File: src/rtl/dmem_arbiter_if.sv
// Bundle of core-side and memory-side handshake signals around the data-memory arbiter.
// Pure wiring: no logic, no latency.
// Valid/yumi in both directions; a side holds valid until it sees yumi.
interface dmem_arbiter_if #(
  parameter int num_req_p = 4
);
  // core-side request/response
  logic [num_req_p-1:0]    req_valid_i;
  logic [num_req_p-1:0]    req_wen_i;
  logic [num_req_p-1:0]    req_byte_i;
  logic [32*num_req_p-1:0] req_addr_i;
  logic [32*num_req_p-1:0] req_wdata_i;
  logic [num_req_p-1:0]    req_yumi_o;
  logic [num_req_p-1:0]    resp_valid_o;
  logic [31:0]             resp_data_o;
  logic [num_req_p-1:0]    resp_yumi_i;
  // memory-side request/response
  logic                    mem_valid_o;
  logic                    mem_wen_o;
  logic                    mem_byte_o;
  logic [31:0]             mem_addr_o;
  logic [31:0]             mem_wdata_o;
  logic                    mem_yumi_i;
  logic                    mem_valid_i;
  logic [31:0]             mem_rdata_i;
  logic                    mem_yumi_o;

  // arbiter view
  modport slave (
    input  req_valid_i, req_wen_i, req_byte_i, req_addr_i, req_wdata_i, resp_yumi_i,
    input  mem_yumi_i, mem_valid_i, mem_rdata_i,
    output req_yumi_o, resp_valid_o, resp_data_o,
    output mem_valid_o, mem_wen_o, mem_byte_o, mem_addr_o, mem_wdata_o, mem_yumi_o
  );

  // core array + memory view
  modport master (
    output req_valid_i, req_wen_i, req_byte_i, req_addr_i, req_wdata_i, resp_yumi_i,
    output mem_yumi_i, mem_valid_i, mem_rdata_i,
    input  req_yumi_o, resp_valid_o, resp_data_o,
    input  mem_valid_o, mem_wen_o, mem_byte_o, mem_addr_o, mem_wdata_o, mem_yumi_o
  );
endinterface

File: src/rtl/dmem_arbiter.sv
// Round-robin arbiter sharing one data-memory port among num_req_p cores, one transaction in flight.
// Latency: request in IDLE at t drives mem_valid_o at t+1; minimum transaction 3 cycles.
// Backpressure: yumi/valid paths are combinational pass-throughs; core and memory may stall indefinitely.
module dmem_arbiter #(
  parameter int num_req_p = 4,
  parameter int timeout_p = 255
) (
  input  logic                         clk,
  input  logic                         n_reset,
  dmem_arbiter_if.slave                bus,
  output logic [$clog2(num_req_p)-1:0] grant_o,
  output logic                         busy_o,
  output logic                         error_o
);
  localparam int gw = $clog2(num_req_p);
  localparam int cw = $clog2(timeout_p + 1);

  typedef enum logic [1:0] {IDLE, REQ, RESP} state_t;

  state_t         state_q, state_d;
  logic [gw-1:0]  grant_q, grant_d;
  logic [gw-1:0]  last_grant_q, last_grant_d;
  logic           wen_q, wen_d;
  logic           byte_q, byte_d;
  logic [31:0]    addr_q, addr_d;
  logic [31:0]    wdata_q, wdata_d;
  logic [cw-1:0]  wait_cnt_q, wait_cnt_d;
  logic           error_q, error_d;

  logic           found;
  logic [gw-1:0]  sel;
  logic [gw-1:0]  cand;

  // Round-robin pick: first valid core searching upward from last_grant+1, wrapping.
  always_comb begin
    found = 1'b0;
    sel   = '0;
    cand  = '0;
    for (int i = 1; i <= num_req_p; i++) begin
      cand = gw'((int'(last_grant_q) + i) % num_req_p);
      if (!found && bus.req_valid_i[cand]) begin
        found = 1'b1;
        sel   = cand;
      end
    end
  end

  // Next-state, request latching and handshake steering.
  always_comb begin
    state_d          = state_q;
    grant_d          = grant_q;
    last_grant_d     = last_grant_q;
    wen_d            = wen_q;
    byte_d           = byte_q;
    addr_d           = addr_q;
    wdata_d          = wdata_q;
    bus.req_yumi_o   = '0;
    bus.resp_valid_o = '0;
    bus.mem_valid_o  = 1'b0;
    bus.mem_yumi_o   = 1'b0;
    case (state_q)
      IDLE: begin
        if (found) begin
          grant_d = sel;
          wen_d   = bus.req_wen_i[sel];
          byte_d  = bus.req_byte_i[sel];
          addr_d  = bus.req_addr_i[32*int'(sel) +: 32];
          wdata_d = bus.req_wdata_i[32*int'(sel) +: 32];
          state_d = REQ;
        end
      end
      REQ: begin
        bus.mem_valid_o         = 1'b1;
        bus.req_yumi_o[grant_q] = bus.mem_yumi_i;
        if (bus.mem_yumi_i) state_d = RESP;
      end
      RESP: begin
        bus.resp_valid_o[grant_q] = bus.mem_valid_i;
        bus.mem_yumi_o            = bus.mem_valid_i & bus.resp_yumi_i[grant_q];
        if (bus.mem_valid_i && bus.resp_yumi_i[grant_q]) begin
          last_grant_d = grant_q;
          state_d      = IDLE;
        end
      end
      default: state_d = IDLE;
    endcase
  end

  // Watchdog: restart on grant, count while busy, saturate; error is sticky until reset.
  always_comb begin
    wait_cnt_d = wait_cnt_q;
    if (state_q == IDLE) begin
      if (found) wait_cnt_d = '0;
    end else if (wait_cnt_q != cw'(timeout_p)) begin
      wait_cnt_d = wait_cnt_q + 1'b1;
    end
    error_d = error_q | (wait_cnt_d == cw'(timeout_p) && state_q != IDLE);
  end

  // State and latch registers with synchronous active-low reset.
  always_ff @(posedge clk) begin
    if (!n_reset) begin
      state_q      <= IDLE;
      grant_q      <= '0;
      last_grant_q <= gw'(num_req_p - 1);
      wen_q        <= 1'b0;
      byte_q       <= 1'b0;
      addr_q       <= '0;
      wdata_q      <= '0;
      wait_cnt_q   <= '0;
      error_q      <= 1'b0;
    end else begin
      state_q      <= state_d;
      grant_q      <= grant_d;
      last_grant_q <= last_grant_d;
      wen_q        <= wen_d;
      byte_q       <= byte_d;
      addr_q       <= addr_d;
      wdata_q      <= wdata_d;
      wait_cnt_q   <= wait_cnt_d;
      error_q      <= error_d;
    end
  end

  // Memory request fields come straight from the latched request; read data is broadcast.
  assign bus.mem_wen_o   = wen_q;
  assign bus.mem_byte_o  = byte_q;
  assign bus.mem_addr_o  = addr_q;
  assign bus.mem_wdata_o = wdata_q;
  assign bus.resp_data_o = bus.mem_rdata_i;
  assign grant_o         = grant_q;
  assign busy_o          = (state_q != IDLE);
  assign error_o         = error_q;
endmodule
File: src/flat_wrapper.sv
// flat-port wrapper written by rule: the top's interface ports become plain ports
module dmem_arbiter_flat 
#(
  parameter int num_req_p = 4,
  parameter int timeout_p = 255
)
  (clk, n_reset, grant_o, busy_o, error_o, bus_req_valid_i, bus_req_wen_i, bus_req_byte_i, bus_req_addr_i, bus_req_wdata_i, bus_resp_yumi_i, bus_mem_yumi_i, bus_mem_valid_i, bus_mem_rdata_i, bus_req_yumi_o, bus_resp_valid_o, bus_resp_data_o, bus_mem_valid_o, bus_mem_wen_o, bus_mem_byte_o, bus_mem_addr_o, bus_mem_wdata_o, bus_mem_yumi_o);
  dmem_arbiter_if #(.num_req_p(num_req_p)) bus_i ();
  input  logic clk;
  input  logic n_reset;
  output logic [$clog2(num_req_p)-1:0] grant_o;
  output logic busy_o;
  output logic error_o;
  input wire logic [$bits(bus_i.req_valid_i)-1:0] bus_req_valid_i;
  input wire logic [$bits(bus_i.req_wen_i)-1:0] bus_req_wen_i;
  input wire logic [$bits(bus_i.req_byte_i)-1:0] bus_req_byte_i;
  input wire logic [$bits(bus_i.req_addr_i)-1:0] bus_req_addr_i;
  input wire logic [$bits(bus_i.req_wdata_i)-1:0] bus_req_wdata_i;
  input wire logic [$bits(bus_i.resp_yumi_i)-1:0] bus_resp_yumi_i;
  input wire logic [$bits(bus_i.mem_yumi_i)-1:0] bus_mem_yumi_i;
  input wire logic [$bits(bus_i.mem_valid_i)-1:0] bus_mem_valid_i;
  input wire logic [$bits(bus_i.mem_rdata_i)-1:0] bus_mem_rdata_i;
  output wire logic [$bits(bus_i.req_yumi_o)-1:0] bus_req_yumi_o;
  output wire logic [$bits(bus_i.resp_valid_o)-1:0] bus_resp_valid_o;
  output wire logic [$bits(bus_i.resp_data_o)-1:0] bus_resp_data_o;
  output wire logic [$bits(bus_i.mem_valid_o)-1:0] bus_mem_valid_o;
  output wire logic [$bits(bus_i.mem_wen_o)-1:0] bus_mem_wen_o;
  output wire logic [$bits(bus_i.mem_byte_o)-1:0] bus_mem_byte_o;
  output wire logic [$bits(bus_i.mem_addr_o)-1:0] bus_mem_addr_o;
  output wire logic [$bits(bus_i.mem_wdata_o)-1:0] bus_mem_wdata_o;
  output wire logic [$bits(bus_i.mem_yumi_o)-1:0] bus_mem_yumi_o;
  assign bus_i.req_valid_i = bus_req_valid_i;
  assign bus_i.req_wen_i = bus_req_wen_i;
  assign bus_i.req_byte_i = bus_req_byte_i;
  assign bus_i.req_addr_i = bus_req_addr_i;
  assign bus_i.req_wdata_i = bus_req_wdata_i;
  assign bus_i.resp_yumi_i = bus_resp_yumi_i;
  assign bus_i.mem_yumi_i = bus_mem_yumi_i;
  assign bus_i.mem_valid_i = bus_mem_valid_i;
  assign bus_i.mem_rdata_i = bus_mem_rdata_i;
  assign bus_req_yumi_o = bus_i.req_yumi_o;
  assign bus_resp_valid_o = bus_i.resp_valid_o;
  assign bus_resp_data_o = bus_i.resp_data_o;
  assign bus_mem_valid_o = bus_i.mem_valid_o;
  assign bus_mem_wen_o = bus_i.mem_wen_o;
  assign bus_mem_byte_o = bus_i.mem_byte_o;
  assign bus_mem_addr_o = bus_i.mem_addr_o;
  assign bus_mem_wdata_o = bus_i.mem_wdata_o;
  assign bus_mem_yumi_o = bus_i.mem_yumi_o;
  dmem_arbiter #(.num_req_p(num_req_p), .timeout_p(timeout_p)) u_core (.clk(clk), .n_reset(n_reset), .bus(bus_i), .grant_o(grant_o), .busy_o(busy_o), .error_o(error_o));
endmodule
File: config.mk
export PLATFORM = sky130hd
export DESIGN_NAME = dmem_arbiter_flat
export DESIGN_NICKNAME = d
export VERILOG_FILES = /design/src/rtl/dmem_arbiter_if.sv /design/src/rtl/dmem_arbiter.sv /design/src/flat_wrapper.sv
export SDC_FILE = /design/constraint.sdc
export NUM_CORES = 1
export LEC_CHECK = 0
export CAP_MARGIN = 10
export CORE_AREA = 2 2 165 167
export DETAILED_ROUTE_END_ITERATION = 12
export DIE_AREA = 0 0 167 169
export GPL_ROUTABILITY_DRIVEN = 0
export PLACE_DENSITY_LB_ADDON = 0.15
export RECOVER_POWER = 25
export SYNTH_ARGS = -nofsm -noshare
export SYNTH_HDL_FRONTEND = slang
export SYNTH_SLANG_ARGS = --single-unit
File: constraint.sdc
create_clock -name clk -period 2.14 [get_ports clk]
set_input_delay 0.428 -clock clk [delete_from_list [all_inputs] [get_ports clk]]
set_output_delay 0.428 -clock clk [all_outputs]
set_load 0.01 [all_outputs]
==> results of run 1 <==
layout by cell type (no fill, tap or decap), types with 7 or more instances in the layout:
cell | Yosys | routed
clkdlybuf4s50_1 | 0 | 335
mux2i_1 | 137 | 137
nand2_1 | 84 | 83
dfxtp_1 | 81 | 80
o221ai_2 | 41 | 41
buf_4 | 35 | 41
o221ai_1 | 25 | 25
nor2_1 | 12 | 12
buf_12 | 4 | 11
dlygate4sd3_1 | 0 | 10
clkbuf_16 | 0 | 9
inv_1 | 7 | 7
nor3_1 | 7 | 7
kinds of logic (layout without fill, tap and decap cells):
| group | count (synthesis) | count (layout) |
|---|---|---|
| mux | 138 | 138 |
| simple gates | 132 | 132 |
| compound gates | 93 | 93 |
| flops | 81 | 81 |
| buf+inv | 80 | 431 |
| fa+ha+maj | 1 | 1 |
| xor+xnor | 1 | 1 |
sequential cells by signal, indices dropped and copies added, names as in the netlist:
| register | count |
|---|---|
| u_core.state_q | 2 |
| u_core.wait_cnt_q | 8 |
| u_core.bus.mem_wen_o | 1 |
| u_core.bus.mem_addr_o | 32 |
| u_core.bus.mem_wdata_o | 32 |
| u_core.last_grant_q | 2 |
| u_core.bus.mem_byte_o | 1 |
| u_core.error_o | 1 |
| u_core.grant_o | 2 |
power by group:
| group | internal (W) | total, W | switching (W) |
|---|---|---|---|
| registers | 0.00168 | 0.00178 | 0.0000982 |
| clock network | 0.000929 | 0.00166 | 0.000733 |
| logic | 0.00114 | 0.00186 | 0.000715 |
| total | 0.00375 | 0.00530 | 0.00155 |
timing repair:
item | 4_1_cts | 5_1_grt
cloned | 0 | 0
pin swaps | 0 | 1
setup endpoints to repair | 10 | 28
gates resized for setup | 10 | 6
worst paths after layout:
check,end,start,slack (ns),depth (start not counted)
worst max-delay path,u_core.bus.mem_byte_o$_SDFFE_PN0P_,bus_req_valid_i[0],0.06,7
worst min-delay path,u_core.bus.mem_addr_o[28]$_SDFFE_PN0P_,u_core.bus.mem_addr_o[28]$_SDFFE_PN0P_,0.46,2
worst max register to register,u_core.error_o$_SDFF_PN0_,u_core.wait_cnt_q[0]$_SDFF_PN0_,0.32,6
worst min register to register,u_core.bus.mem_addr_o[28]$_SDFFE_PN0P_,u_core.bus.mem_addr_o[28]$_SDFFE_PN0P_,0.46,2
per-stage QoR:
step / area (µm²) / cells / util, % / total power [W] / setup TNS, ns
finish: 9530 / 1218 / 35.96 / 0.005299 / 0
global route: 9530 / 1218 / 35.96 / 0.005589 / -0.01788
CTS: 9528 / 1218 / 35.95 / 0.005439 / -0.07416
detailed placement: 9215 / 1202 / 34.77 / 0.003711 / -19.37
global placement: 9215 / 1202 / 34.77 / 0.003721 / -19.44
floorplan: 5240 / 526 / - / 0.002630 / 0
cell type report:
class                   count  area [µm²]
well taps                 341       426.7
repair buffers            408        4084
flip-flops and latches     81        1623
clock buffers               9       225.2
inverters                   7       26.28
fillers                  2725       16970
multi-input cells         365        3062
clock inverters             7       83.83
worst max-delay path, stage by stage:
cell and delay (ns):
clkdlybuf4s50_1 0.47, or4_4 0.50, and2_4 0.17, nand2_1 0.08, o21bai_4 0.18, buf_12 0.28, o221ai_1 0.17
metal layers:
metal	GRT usage (%)	vias to the layer above	routed length, µm
li1	-	2630	-
met1	16.10	2369	8171
met2	23.78	246	9743
met3	4.185	24	1673
met4	4.010	0	374
met5	0	-	0
==> out/metrics.cfg, run 1 <==
[clock_tree]
postCtsHoldBufs = 0
cts_buffers = 9
cts_max_level = 3
clk_latency_ns = 0.35
clock_sinks = 81
post_cts_buffers = 0
tritoncts = built
root_buffer = clkbuf_16
cts.clk_slew.worst_paths_ns = 0.07
clock_tree.buffer_depth = 2

[floorplan]
design.core.area_um2 = 26500
ios = 420
rows = 60
die_w_um = 167
dieArea_um2 = 28220
start_util_pct = 19.77
die_height_um = 169

[sta]
setup_violations = 0
period_minus_slack_ns = 2.081
drv_slew = 0
timing.hold.ws_ns = 0.4594
worst_pin_slew_ns = 0.4925
setup_ws_ns = 0.05892
hold_viol = 0
slew-limit-headroom_pct = 66.82
grt_setup_unrepaired = yes
skew_ns = 0.01425
min_period_over_period_pct = 97.25
max_freq_mhz = 480.5

[global_route]
gr-total-overflow = 0
grt_pass1_wl_um = 30260
antenna_found_initial = 0
grt_max_degree = 36
first_global_vias = 5379
grtUsageTotal_pct = 13.64

[logic_synthesis]
muxShareOfSynthArea_pct = 26.60
synthSimpleGateAreaFrac_pct = 11.25
syn_avg_cell_area_um2 = 9.962
ys_warn_count = 0
async_flop_share_pct = 0
synth-xor-area-share_pct = 0.1671
synth_top_family_by_area = multiplexers
ys_ff_latch = 81
synthAdderAreaFrac_pct = 0.2388
synth_compound_area_share_pct = 19.65
synth_cells = 526
ys_types = 48
post-synth-top-count-cell = mux2i_1
syn_nets = 835
synthFlopType = dfxtp_1
synth_edf_count = 0
yosysTopAreaCell = dfxtp_1
synth_top_area_share_pct = 30.95
synth_area_leaders = dfxtp_1 31%, mux2i_1 26%, o221ai_2 12%, nand2_1 6.0%, buf_4 5.0%
ys_seq_area_share_pct = 30.95
syn-cell-area_um2 = 5240
synth_common_cells = 137 x mux2i_1, 84 x nand2_1, 81 x dfxtp_1, 41 x o221ai_2, 35 x buf_4

[detailed_routing]
firstDrtPassIters = 4
via_per_inst = 4.326
wl_um = 19960
postRouteAntennaNets = 0
drc_errors = 0
wl_per_cell_um = 16.39
dr.first_iter.drc_count = 203
vias = 5269

[placement]
pre_cts_ws_ns = -0.3463
port_buffers = 355
hpwlAfterDp_um = 16060

[run]
drv_cap = 0

[setup_path]
critPathArrivalTime_ns = 2.30
endpoint_kind = register
crit_path_max_fanout = 35
criticalPathCategory = in -> reg
worstPathRequired_ns = 2.35
start_kind = input port

[layout]
drive_above_1_share_pct = 14.03
diodes = 0
layout.nets = 1181
syn2layout_area_growth_pct = 81.88

[status]
status = finished, final reports clean

[power]
p_leak_nw = 3.509
power_density_nw_per_um2 = 556.0
irDropWorstVdd_v = 0.0003740

[hold_path]
hold_class = reg -> reg

(Power assumes the default switching activity.)
==> run 2, diff against run 1 <==
==> constraint.sdc (replaced) <==
create_clock -name clk -period 2.14 [get_ports clk]
set_input_delay 0.428 -clock clk [delete_from_list [all_inputs] [get_ports clk]]
set_output_delay 0.428 -clock clk [all_outputs]
set_load 0.005 [all_outputs]
==> run 2 against run 1 <==
  * Die area unchanged
  * First-iteration DRC count increased by 28%
  * Sequential power about the same
  * Total power increased by 1.3%
  * Utilization increased by 0.37 points
  * Non-clock buffer count increased by 6
  * Register-to-register slack got worse by 0.13 ns
  * Combinational power decreased by 3%
  * Critical path type is now in -> out
  * Critical endpoint is now bus_req_yumi_o[3]
  * Cell area increased by 1.0%
  * Fmax about the same
==> out/metrics.cfg, run 2 (same netlist as run 1, synthesis figures left out) <==
[status]
status = finished, final reports clean

[layout]
drive_above_1_share_pct = 15.18
layout.nets = 1187
syn2layout_area_growth_pct = 83.74
final_util_pct = 36.33
seq_area_um2 = 1624
mostFrequentLayoutCells = 331 x clkdlybuf4s50_1, 135 x mux2i_1, 83 x nand2_1
multi_input_area_um2 = 3075
diodes = 0
final_common_cell = clkdlybuf4s50_1
fill_cells = 2707

[setup_path]
start_kind = input port
cp_cell_sequence = clkdlybuf4s50_1 -> nand2_2 -> nor2_1 -> clkdlybuf4s50_1
worstPathRequired_ns = 1.71
slowest_delay_ns = 0.51
crit_path_max_fanout = 5
r2r_end = u_core.last_grant_q[0]$_SDFFE_PN1P_
reg2reg_slack_ns = 0.19
reg2reg_from = u_core.grant_o[0]$_SDFFE_PN0P_
critPathMostFrequentCell = clkdlybuf4s50_1
criticalPathCategory = in -> out
worstRegToRegCells = 10
cp_slowest_cell = clkdlybuf4s50_1
critPathArrivalTime_ns = 1.65
endpoint_kind = output pin

[global_route]
grtUsageTotal_pct = 13.83
grt_pass1_wl_um = 30750
grt_max_degree = 37
antenna_found_initial = 0
first_global_vias = 5407
gr-total-overflow = 0

[sta]
slew-limit-headroom_pct = 66.00
period_minus_slack_ns = 2.082
timing.hold.ws_ns = 0.4595
setup_ws_ns = 0.05842
worst_pin_slew_ns = 0.5047
hold_viol = 0
setup_violations = 0
min_period_over_period_pct = 97.27
grt_setup_unrepaired = yes
skew_ns = 0.01067
max_freq_mhz = 480.4
drv_slew = 0

[floorplan]
die_w_um = 167
rows = 60
start_util_pct = 19.77
dieArea_um2 = 28220
design.core.area_um2 = 26500
ios = 420
die_height_um = 169

[detailed_routing]
postRouteAntennaNets = 0
firstDrtPassIters = 4
wl_um = 20520
vias = 5327
via_per_inst = 4.352
drc_errors = 0
dr.first_iter.drc_count = 259
wl_per_cell_um = 16.77

[hold_path]
whs_endpoint = u_core.bus.mem_wdata_o[17]$_SDFFE_PN0P_
hold_class = reg -> reg
hold_depth = 2
hp-start = u_core.bus.mem_wdata_o[17]$_SDFFE_PN0P_

[clock_tree]
tritoncts = built
clock_sinks = 81
root_buffer = clkbuf_16
cts_buffers = 9
clk_latency_ns = 0.35
postCtsHoldBufs = 0
clock_tree.buffer_depth = 2
cts_max_level = 3
cts.clk_slew.worst_paths_ns = 0.07

[power]
irDropWorstVdd_v = 0.0003170
p_leak_nw = 3.567
power_density_nw_per_um2 = 557.2

[placement]
port_buffers = 355
pre_cts_ws_ns = -0.3298
hpwlAfterDp_um = 15990

[run]
drv_cap = 0

run 2: cell types whose count changed in the layout (fill, tap and decap cells not counted), moves of 2 or more:
cell             before  now
dlymetal6s2s_1        4    6
mux2i_1             137  135
mux2i_2               0    2
dlygate4sd3_1        10   13
buf_4                41   48
clkdlybuf4s50_1     335  331
run 2: worst max-delay path, delay by kind of cell:
| kind | cells | cell delay [ns] |
|---|---|---|
| and+or+nand+nor | 2 | 0.21 |
| buffers and inverters | 2 | 1.01 |
run 2: metrics by stage:
stage               power [W]  instances    TNS, ns  area (µm²)
global placement     0.003648       1199     -18.89        9180
finish               0.005365       1224          0        9628
floorplan            0.002550        526          0        5240
detailed placement   0.003638       1199     -19.60        9180
CTS                  0.005480       1223          0        9578
global route         0.005658       1224  -0.008268        9628
run 2: layer usage:
layer	up-vias	global-route usage, %	wire (µm)
met4	0	3.036	299
li1	2638	-	-
met5	-	0	0
met1	2437	16.55	8567
met3	23	4.676	1588
met2	229	23.99	10070
run 2: repair_timing:
item | in CTS | in global routing
endpoints found under the setup margin | 10 | 14
gates resized for setup | 10 | 12
pin swaps | 2 | 2
buffers inserted | 9 | 3
cloned | 0 | 1
run 2: report_power, final:
group | total, W | switching [W] | internal (W)
logic | 0.00181 | 0.000662 | 0.00114
clock network | 0.00178 | 0.000730 | 0.00105
registers | 0.00178 | 0.0000979 | 0.00168
total | 0.00537 | 0.00149 | 0.00388
run 2: how the worst max path moves through the flow:
stage	startpoint	end	slack [ns]	cells past startpoint
floorplan	bus_req_valid_i[2]	u_core.bus.mem_addr_o[11]$_SDFFE_PN0P_	0.29	7
global placement	bus_req_valid_i[2]	u_core.bus.mem_addr_o[5]$_SDFFE_PN0P_	-0.30	7
detailed placement	bus_req_valid_i[2]	u_core.bus.mem_addr_o[7]$_SDFFE_PN0P_	-0.33	7
CTS	bus_resp_yumi_i[0]	u_core.last_grant_q[0]$_SDFFE_PN1P_	0.004	13
global route	bus_req_valid_i[0]	u_core.bus.mem_wdata_o[26]$_SDFFE_PN0P_	-0.005	7
finish	bus_mem_yumi_i	bus_req_yumi_o[3]	0.06	4
run 2: final cells by class:
type	instances	share of cell area [%]
Multi-Input combinational cell	365	31.94
Inverter	7	0.2729
Tap cell	341	4.431
Clock inverter	7	1.105
Clock buffer	9	2.339
Timing Repair Buffer	414	43.04
Sequential cell	81	16.87
